### src/rtl/node_eject_receiver.sv
// Ejection-port receiver: classifies packets arriving from the attached node,
// buffers locally-addressed ones in a first-word-fall-through FIFO and keeps traffic statistics.
module node_eject_receiver #(
   parameter logic [2:0]  NODE_IP    = 3'b000,
   parameter int unsigned FIFO_DEPTH = 4
) (
   input  logic        shiftInCLK,
   input  logic        reset,
   input  logic        shiftInCS,
   input  logic [31:0] shiftInData,
   input  logic        readEn,
   output logic [31:0] dataOut,
   output logic        dataValid,
   output logic        fifoFull,
   output logic [15:0] pktCount,
   output logic [7:0]  dropCount,
   output logic [7:0]  misrouteCount,
   output logic        misrouteFlag
);

   localparam int unsigned PtrW = $clog2(FIFO_DEPTH);
   localparam int unsigned OccW = PtrW + 1;

   logic [31:0]     storage [FIFO_DEPTH];
   logic [PtrW-1:0] headQ, headD, tailQ, tailD;
   logic [OccW-1:0] occQ, occD;
   logic [15:0]     pktCountQ, pktCountD;
   logic [7:0]      dropCountQ, dropCountD;
   logic [7:0]      misrouteCountQ, misrouteCountD;
   logic            misrouteFlagQ, misrouteFlagD;

   logic isMine, popEn, acceptEn, dropEn, misrouteEn;

   assign dataValid = (occQ != '0);
   assign fifoFull  = (occQ == OccW'(FIFO_DEPTH));

   // A pop in the same cycle frees a slot, so a full FIFO still accepts.
   always_comb begin
      isMine     = (shiftInData[31:29] == NODE_IP);
      popEn      = readEn && dataValid;
      misrouteEn = shiftInCS && !isMine;
      acceptEn   = shiftInCS && isMine && (!fifoFull || popEn);
      dropEn     = shiftInCS && isMine && fifoFull && !popEn;
   end

   always_comb begin
      headD          = headQ;
      tailD          = tailQ;
      occD           = occQ;
      pktCountD      = pktCountQ;
      dropCountD     = dropCountQ;
      misrouteCountD = misrouteCountQ;
      misrouteFlagD  = misrouteFlagQ;

      if (popEn) begin
         headD = headQ + PtrW'(1);
      end
      if (acceptEn) begin
         tailD     = tailQ + PtrW'(1);
         pktCountD = pktCountQ + 16'd1;
      end
      unique case ({acceptEn, popEn})
         2'b10:   occD = occQ + OccW'(1);
         2'b01:   occD = occQ - OccW'(1);
         default: occD = occQ;
      endcase
      if (dropEn && (dropCountQ != 8'hFF)) begin
         dropCountD = dropCountQ + 8'd1;
      end
      if (misrouteEn) begin
         misrouteFlagD = 1'b1;
         if (misrouteCountQ != 8'hFF) begin
            misrouteCountD = misrouteCountQ + 8'd1;
         end
      end
   end

   always_ff @(posedge shiftInCLK) begin
      if (reset) begin
         headQ          <= '0;
         tailQ          <= '0;
         occQ           <= '0;
         pktCountQ      <= '0;
         dropCountQ     <= '0;
         misrouteCountQ <= '0;
         misrouteFlagQ  <= 1'b0;
      end else begin
         headQ          <= headD;
         tailQ          <= tailD;
         occQ           <= occD;
         pktCountQ      <= pktCountD;
         dropCountQ     <= dropCountD;
         misrouteCountQ <= misrouteCountD;
         misrouteFlagQ  <= misrouteFlagD;
      end
   end

   // Storage is not reset; the pointers and occupancy alone define what is valid.
   always_ff @(posedge shiftInCLK) begin
      if (!reset && acceptEn) begin
         storage[tailQ] <= shiftInData;
      end
   end

   assign dataOut       = dataValid ? storage[headQ] : 32'h0;
   assign pktCount      = pktCountQ;
   assign dropCount     = dropCountQ;
   assign misrouteCount = misrouteCountQ;
   assign misrouteFlag  = misrouteFlagQ;

endmodule

### config.mk
export PLATFORM = sky130hd
export DESIGN_NAME = node_eject_receiver
export DESIGN_NICKNAME = d
export VERILOG_FILES = /design/src/rtl/node_eject_receiver.sv
export SDC_FILE = /design/constraint.sdc
export NUM_CORES = 1
export LEC_CHECK = 0
export ABC_AREA = 0
export CAP_MARGIN = 20
export CELL_PAD_IN_SITES_DETAIL_PLACEMENT = 1
export CELL_PAD_IN_SITES_GLOBAL_PLACEMENT = 1
export CORE_ASPECT_RATIO = 1.4
export CORE_UTILIZATION = 48
export DETAILED_ROUTE_END_ITERATION = 12
export DONT_BUFFER_PORTS = 1
export GPL_ROUTABILITY_DRIVEN = 0
export PLACE_DENSITY_LB_ADDON = 0.05
export SETUP_SLACK_MARGIN = 0.02
export SYNTH_ARGS = -nofsm -noshare
export SYNTH_HDL_FRONTEND = slang
export SYNTH_SLANG_ARGS = --single-unit
### constraint.sdc
create_clock -name shiftInCLK -period 3.5 [get_ports shiftInCLK]
set_input_delay 0.35 -clock shiftInCLK [delete_from_list [all_inputs] [get_ports shiftInCLK]]
set_output_delay 0.35 -clock shiftInCLK [all_outputs]
set_load 0.05 [all_outputs]
; ---- Yosys cells after proc, flatten, opt, wreduce, memory -nomap -nowiden
; Memory sizes are Yosys's and may differ from the RTL's. A register that Yosys moved wholly into a read port is not among the register bits.
; Cells that the tools add are included.
[totals]
mem_bits_rw = 128
register_bits = 40
elab_cells = 43
mem_count = 1
romBits = 0
output_inout_bits = 67
latchBits = 0
input_bits = 36
[op_classes]
reduce_logical = 17
bitwise_logic = 0
order_cmp = 0
shifts = 0
addsub = 7
n_div = 0
n_mux = 6
mul = 0
eq_ne = 5
[memory_table]
columns = name, words, width, rd, rd_clocked_by_memory_dff, wr, line
row1 = storage, 4, 32, 1, 1, 1, 24  ; logic [31:0] storage [FIFO_DEPTH];
[ops]
columns = cell, n
row1 = $mux 32, 1
row2 = $add 16x1->16 const B, 1
row3 = $add 8x1->8 const B, 2
row4 = $ne 8x8->1 const B, 2
row5 = $logic_and 1x1->1, 8
row6 = $pmux 3 s2, 1
row7 = $add 2x1->2 const B, 2
row8 = $logic_not 1->1, 4
row9 = $mux 2, 2
row10 = $add 3x1->3 const B, 1
row11 = $eq 3x3->1 const B, 1
row12 = $logic_not 3->1, 1
row13 = $reduce_bool 3->1, 1
row14 = $sub 3x1->3 const B, 1
row15 = $eq 2x1->1 const B, 1
row16 = $eq 2x2->1 const B, 1
row17 = $mux 1, 2
row18 = $reduce_and 2->1, 1
row19 = $reduce_bool 2->1, 1
row20 = $logic_or 1x1->1, 1

; ---- Depth between registers and ports, before layout
; Gate-level depths: netlist of run 1.
[depth]
ltp_word = 7
ltp_mapped = 7

; ---- Least setup slack after synthesis of run 1
; Ideal clock, no wire load.
[synth_path]
path_type = input to register
startpoint = in shiftInData[30]
endpoint = mem storage[0][0], enable pin
required_time_ns = 3.108
slack_ns = 0.805
cell_stages = 5
arrival_time_ns = 2.303
cell_sequence = or4b_1 buf_2 clkbuf_1 nor3_1 and2_1
[synth_between]
elab_chain_len = 6
[synth_lines]
columns = item, line
row1 = start: declaration, 10  ; input logic [31:0] shiftInData,
row2 = $logic_not 3->1, 39  ; isMine = (shiftInData[31:29] == NODE_IP);
row3 = $logic_and 1x1->1 (2 in series), 42  ; acceptEn = shiftInCS && isMine && (!fifoFull || popEn);
row4 = $logic_and 1x1->1, 100  ; if (!reset && acceptEn) begin
row5 = $mux 1, 100
row6 = $mux 1 (implied by the code), 101  ; storage[tailQ] <= shiftInData;
row7 = end: declaration, 24
; Every way passes these cells.

==> results.sh, run 1 <==
export IMPL_die_area_sq_um=14800
export IMPL_fin_ws_ps=769
export IMPL_finalNetCount=488
export IMPL_clock_sinks=170
export IMPL_ir_worst_vdd_mv=0.315
export IMPL_final_common_cell="edfxtp_1"
export IMPL_fin_skew_ps=10.4
export IMPL_stdcell_count=642
export IMPL_synth_edf_count=128
export IMPL_holdWs_ps=24.9
export IMPL_layout_common_cells="edfxtp_1 (128), dfxtp_1 (40), and2_1 (34)"
export IMPL_die_w_um=103
export IMPL_drtIter0Drc=110
export IMPL_cp_start_kind="flop"
export IMPL_yosys_area_top_type_share=0.561
export IMPL_syn_area_per_cell_sq_um=15.8
export IMPL_drc_errors=0
export IMPL_ioPinCount=103
export IMPL_setup_viol=0
export IMPL_place_area_sq_um=7110
export IMPL_grt_max_degree=35
export IMPL_p_int_mw=3.51
export IMPL_vias=3678
export IMPL_post_cts_resized=0
export IMPL_power_frac_clock=0.399
export IMPL_gr_usage_all_layers=0.194
export IMPL_period_minus_slack_ps=2730
export IMPL_seq_area_sq_um=4690
export IMPL_chipHeight_um=143
export IMPL_synth_area_leader_cell="edfxtp_1"
export IMPL_cts_root_buf="clkbuf_16"
export IMPL_synthCells=434
export IMPL_hpwl_mm=8.67
export IMPL_p_sw_mw=1.32
export IMPL_dr_pass1_iters=4
export IMPL_ys_types=48
export IMPL_htree_levels=4
export IMPL_wl_per_cell_um=20.6
export IMPL_grt_pass1_vias=4062
export IMPL_multiInputGateArea_sq_um=2060
export IMPL_worstMarginPinSlew_ps=855
export IMPL_area_growth_pct=13.2
export IMPL_leakage_nw=2.45
export IMPL_slew_viol_final=0
export IMPL_power_density_nw_per_um2=623
export IMPL_worstSkewPairLatency_ps=420
export IMPL_finalSetupTns_ps=0
export IMPL_fillCellCount=1345
export IMPL_post_cts_buffers=0
export IMPL_finish_utilization=0.557
export IMPL_placed_cells=609
export IMPL_p_comb_frac=0.136
export IMPL_gr_total_overflow=0
export IMPL_max_freq_mhz=366
export IMPL_initial_core_util=0.492
export IMPL_cp_required_ps=3150
export IMPL_layout_drive_gt1_share=0.190
export IMPL_synth_nets=478
export IMPL_drv_cap=0
export IMPL_critPathKind="flop to output pin"
export IMPL_r2r_slack_ps=1170
export IMPL_rows=51
export IMPL_crit_arrival_ps=2380
export IMPL_p_sw_frac=0.273
export IMPL_cts_buffers=17
export IMPL_synth_area_leaders="edfxtp_1 (56%), dfxtp_1 (12%), mux4_2 (11%)"
export IMPL_power_mw=4.83
export IMPL_clk_pin_slew_ps=70
export IMPL_grt_pass1_wl_mm=20.8
export IMPL_core_area_sq_um=13900
export IMPL_antenna_found_initial=0
export IMPL_max_slew_margin=0.430
export IMPL_synth_warnings=0
export IMPL_routed_wl_mm=13.2
export IMPL_fin_crit_sh=0.780
export IMPL_synthArstFlopShare=0
export IMPL_num_antenna_cells=0
export IMPL_ys_seq_area_frac=0.684
export IMPL_cts_buffer_depth=2
export IMPL_grt_setup_unrepaired="false"
export IMPL_power_frac_seq=0.465
export IMPL_place_ws_ps=1020
export IMPL_cts_tree="yes"
export IMPL_min_path_type="input port to flop"
export IMPL_port_buffers=0
export IMPL_hold_violations=0
export IMPL_cts_hold_buf=1
export IMPL_syn_area_sq_um=6850
export IMPL_path_max_fanout=16
export IMPL_ys_seq_elements=170
export IMPL_via_per_inst=5.73
export IMPL_status="finished clean"
export IMPL_antenna_left=0
export IMPL_critPathCaptureType="output pin"
export IMPL_fin_area_sq_um=7750
export IMPL_synthFlopType="edfxtp_1"
==> state kept, by name (all words and copies together), names as in the netlist, named ones only <==
| register | cells |
|---|---|
| dropCount | 8 |
| misrouteFlag | 1 |
| headQ | 2 |
| tailQ | 2 |
| pktCount | 16 |
| storage | 128 |
| occQ | 3 |
| misrouteCount | 8 |
==> per-layer routing <==
| layer | vias up | track usage | part of all wire |
|---|---|---|---|
| li1 | 1683 | - | - |
| met1 | 1893 | 0.201 | 0.38 |
| met2 | 89 | 0.360 | 0.55 |
| met3 | 13 | 0.0637 | 0.060 |
| met4 | 0 | 0.0645 | 0.011 |
| met5 | - | 0 | 0 |
==> Yosys cell counts (all sizes together), types with 3 or more instances <==
master   instances
xnor2           10
buf              5
o2111ai          3
clkbuf          16
mux2             6
inv              7
ha               7
a211oi           3
o21ai           10
and4             3
nor3             3
dfxtp           42
nor2b            4
mux4            32
nand3           12
and2            38
nand4            6
edfxtp         128
nand2            9
nor2            31
a21oi           16
or3              9
xor2             6
nor4             5
==> logic make-up after synthesis <==
kind of cell	after synthesis	share of synthesized area
adders and majority gates	8	0.0157
and+or+nand+nor	131	0.109
DFF	170	0.684
xor gates and xnor gates	16	0.0205
buffers and inverters	28	0.0157
muxes	40	0.118
AOI/OAI and AO/OA	41	0.0366
==> worst max-delay path, cell delays in order (launching register included) <==
cell	delay, ps
dfxtp_2	710
buf_4	370
mux4_2	530
and2_1	340
==> final timing paths <==
kind | start | end | cells past startpoint
worst min register to register | tailQ[1]$_SDFFE_PP0P_ | tailQ[1]$_SDFFE_PP0P_ | 2
worst min-delay path | shiftInData[2] | storage[0][2]$_DFFE_PP_ | 0
worst max register to register | pktCount[4]$_SDFFE_PP0P_ | pktCount[15]$_SDFFE_PP0P_ | 4
worst max-delay path | flop | dataOut[7] | 3
==> power by group through the flow <==
| stage | Sequential (mW) | Clock [mW] | Combinational (mW) |
|---|---|---|---|
| 2_1_floorplan | 2.26 | 0 | 0.613 |
| 3_3_place_gp | 2.29 | 0 | 0.649 |
| 3_5_place_dp | 2.29 | 0 | 0.658 |
| 4_1_cts | 2.25 | 1.97 | 0.668 |
| 5_1_grt | 2.25 | 2.04 | 0.700 |
| 6_report | 2.25 | 1.93 | 0.657 |
==> final cells by class <==
class	instances	area share
sequential	170	0.605
multi-input combinational	236	0.266
inverter	7	0.00339
tap	185	0.0299
clock buffer	19	0.0559
clock inverter	13	0.0237
timing repair buffer	12	0.0165
Note: power is estimated with default switching activity, not from simulation.
==> inputs of run 2 (changes only) <==
==> constraint.sdc (replaced) <==
create_clock -name shiftInCLK -period 2.76 [get_ports shiftInCLK]
set_input_delay 0.276 -clock shiftInCLK [delete_from_list [all_inputs] [get_ports shiftInCLK]]
set_output_delay 0.276 -clock shiftInCLK [all_outputs]
set_load 0.05 [all_outputs]
==> results.sh, run 2 (same netlist as run 1, synthesis figures left out) <==
export IMPL_grt_max_degree=36
export IMPL_status="finished clean"
export IMPL_leakage_nw=2.70
export IMPL_drv_cap=0
export IMPL_routed_wl_mm=13.7
export IMPL_max_freq_mhz=410
export IMPL_post_cts_resized=0
export IMPL_setup_viol=0
export IMPL_grt_pass1_vias=4161
export IMPL_num_antenna_cells=0
export IMPL_fillCellCount=1347
export IMPL_grt_busiest_layer="met2"
export IMPL_fin_area_sq_um=8210
export IMPL_p_sw_frac=0.285
export IMPL_finalSetupTns_ps=0
export IMPL_path_max_fanout=23
export IMPL_final_common_cell="edfxtp_1"
export IMPL_layout_drive_gt1_share=0.214
export IMPL_critPathCapture="dataOut[31]"
export IMPL_cts_buffer_depth=2
export IMPL_p_sw_mw=1.70
export IMPL_place_area_sq_um=7310
export IMPL_hpwl_mm=8.76
export IMPL_grt_use_met2=0.366
export IMPL_worstMarginPinSlew_ps=682
export IMPL_ir_worst_vdd_mv=0.419
export IMPL_chipHeight_um=143
export IMPL_finalNetCount=541
export IMPL_clock_sinks=170
export IMPL_regMostFlops="storage"
export IMPL_critPathKind="flop to output pin"
export IMPL_min_path_type="input port to flop"
export IMPL_holdWs_ps=74.0
export IMPL_fin_skew_ps=8.10
export IMPL_r2r_start="occQ[0]$_SDFFE_PP0P_"
export IMPL_reg2reg_to="dropCount[6]$_SDFFE_PP0P_"
export IMPL_critPathCaptureType="output pin"
export IMPL_max_slew_margin=0.540
export IMPL_clk_pin_slew_ps=70
export IMPL_power_frac_seq=0.472
export IMPL_critPathTopFamily="flip-flops"
export IMPL_gr_usage_all_layers=0.200
export IMPL_core_area_sq_um=13900
export IMPL_cts_buffers=17
export IMPL_cp_slowest_cell="dfxtp_2"
export IMPL_grt_use_met3=0.0501
export IMPL_power_density_nw_per_um2=727
export IMPL_initial_core_util=0.492
export IMPL_path_depth=3
export IMPL_layout_common_cells="edfxtp_1 (128), dfxtp_1 (40), and2_1 (34)"
export IMPL_hold_violations=0
export IMPL_grt_pass1_wl_mm=21.7
export IMPL_htree_levels=4
export IMPL_worstSkewPairLatency_ps=420
export IMPL_dr_pass1_iters=4
export IMPL_vias=3894
export IMPL_r2r_slack_ps=630
export IMPL_port_buffers=0
export IMPL_cp_required_ps=2480
export IMPL_period_minus_slack_ps=2440
export IMPL_cts_tree="yes"
export IMPL_largest_reg_flops=128
export IMPL_cts_root_buf="clkbuf_16"
export IMPL_crit_buf_inv=1
export IMPL_power_frac_clock=0.373
export IMPL_drtIter0Drc=138
export IMPL_area_growth_pct=19.9
export IMPL_fin_crit_sh=0.884
export IMPL_cp_start_kind="flop"
export IMPL_drc_errors=0
export IMPL_antenna_left=0
export IMPL_crit_arrival_ps=2160
export IMPL_use_met1=0.219
export IMPL_reg2reg_depth=4
export IMPL_critPathMaxStageDelay_ps=560
export IMPL_ioPinCount=103
export IMPL_grt_setup_unrepaired="false"
export IMPL_via_per_inst=5.60
export IMPL_die_w_um=103
export IMPL_path_cells="buf_12, mux4_2, and2_1"
export IMPL_slew_viol_final=0
export IMPL_wl_per_cell_um=19.7
export IMPL_gr_total_overflow=0
export IMPL_antenna_found_initial=0
export IMPL_p_int_mw=4.27
export IMPL_rows=51
export IMPL_die_area_sq_um=14800
export IMPL_p_comb_frac=0.156
## run 2: changes by cell type in the layout (fill, tap and decap cells not counted)
cell,change
dlygate4sd3_1,+32
inv_4,+2
clkbuf_1,-1
clkbuf_16,+1
clkinvlp_4,-2
buf_12,+3
clkinv_2,+2
bufinv_16,-3
clkinv_4,+1
inv_6,+1
buf_4,+18
inv_8,-1
## run 2: how the worst min path moves through the flow
stage	startpoint	to	slack [ps]	cells after the start
6_report	reset	pktCount[9]$_SDFFE_PP0P_	70	2
5_1_grt	reset	pktCount[9]$_SDFFE_PP0P_	90	2
4_1_cts	reset	pktCount[13]$_SDFFE_PP0P_	60	2
3_5_place_dp	reset	flop	350	1
3_3_place_gp	reset	flop	350	1
2_1_floorplan	shiftInData[0]	storage[0][0]$_DFFE_PP_	370	0
## run 2: metal layers
layer	wire length, um	vias to the layer above
li1	-	1794
met1	5480	2015
met2	7540	75
met3	529	10
met4	152	0
met5	0	-
## run 2: cell type report
type	instances	area (sq um)	share of cell area
Timing Repair Buffer	65	643	0.0783
Tap cell	185	231	0.0282
Inverter	7	26.3	0.00320
Clock buffer	19	454	0.0553
Sequential cell	170	4690	0.571
Multi-Input combinational cell	236	2060	0.251
Clock inverter	13	108	0.0131
## run 2: timing repair
action | in CTS | in global routing
setup buffers | 0 | 0
hold endpoints to repair | 163 | 0
hold buffers | 33 | 0
## run 2: stage by stage
step	total power [mW]	setup slack, ps	cells	utilization
2_1_floorplan	3.64	139	434	-
3_3_place_gp	3.74	494	630	0.525
3_5_place_dp	3.75	364	630	0.525
4_1_cts	6.05	253	695	0.590
5_1_grt	6.19	165	695	0.590
6_report	5.97	320	695	0.590
## run 2: power by group through the flow
stage | registers, mW | clock network [mW] | logic (mW)
floorplan | 2.86 | 0 | 0.777
global placement | 2.87 | 0 | 0.869
detailed placement | 2.88 | 0 | 0.879
CTS | 2.82 | 2.29 | 0.949
global route | 2.82 | 2.38 | 0.992
finish | 2.82 | 2.22 | 0.930
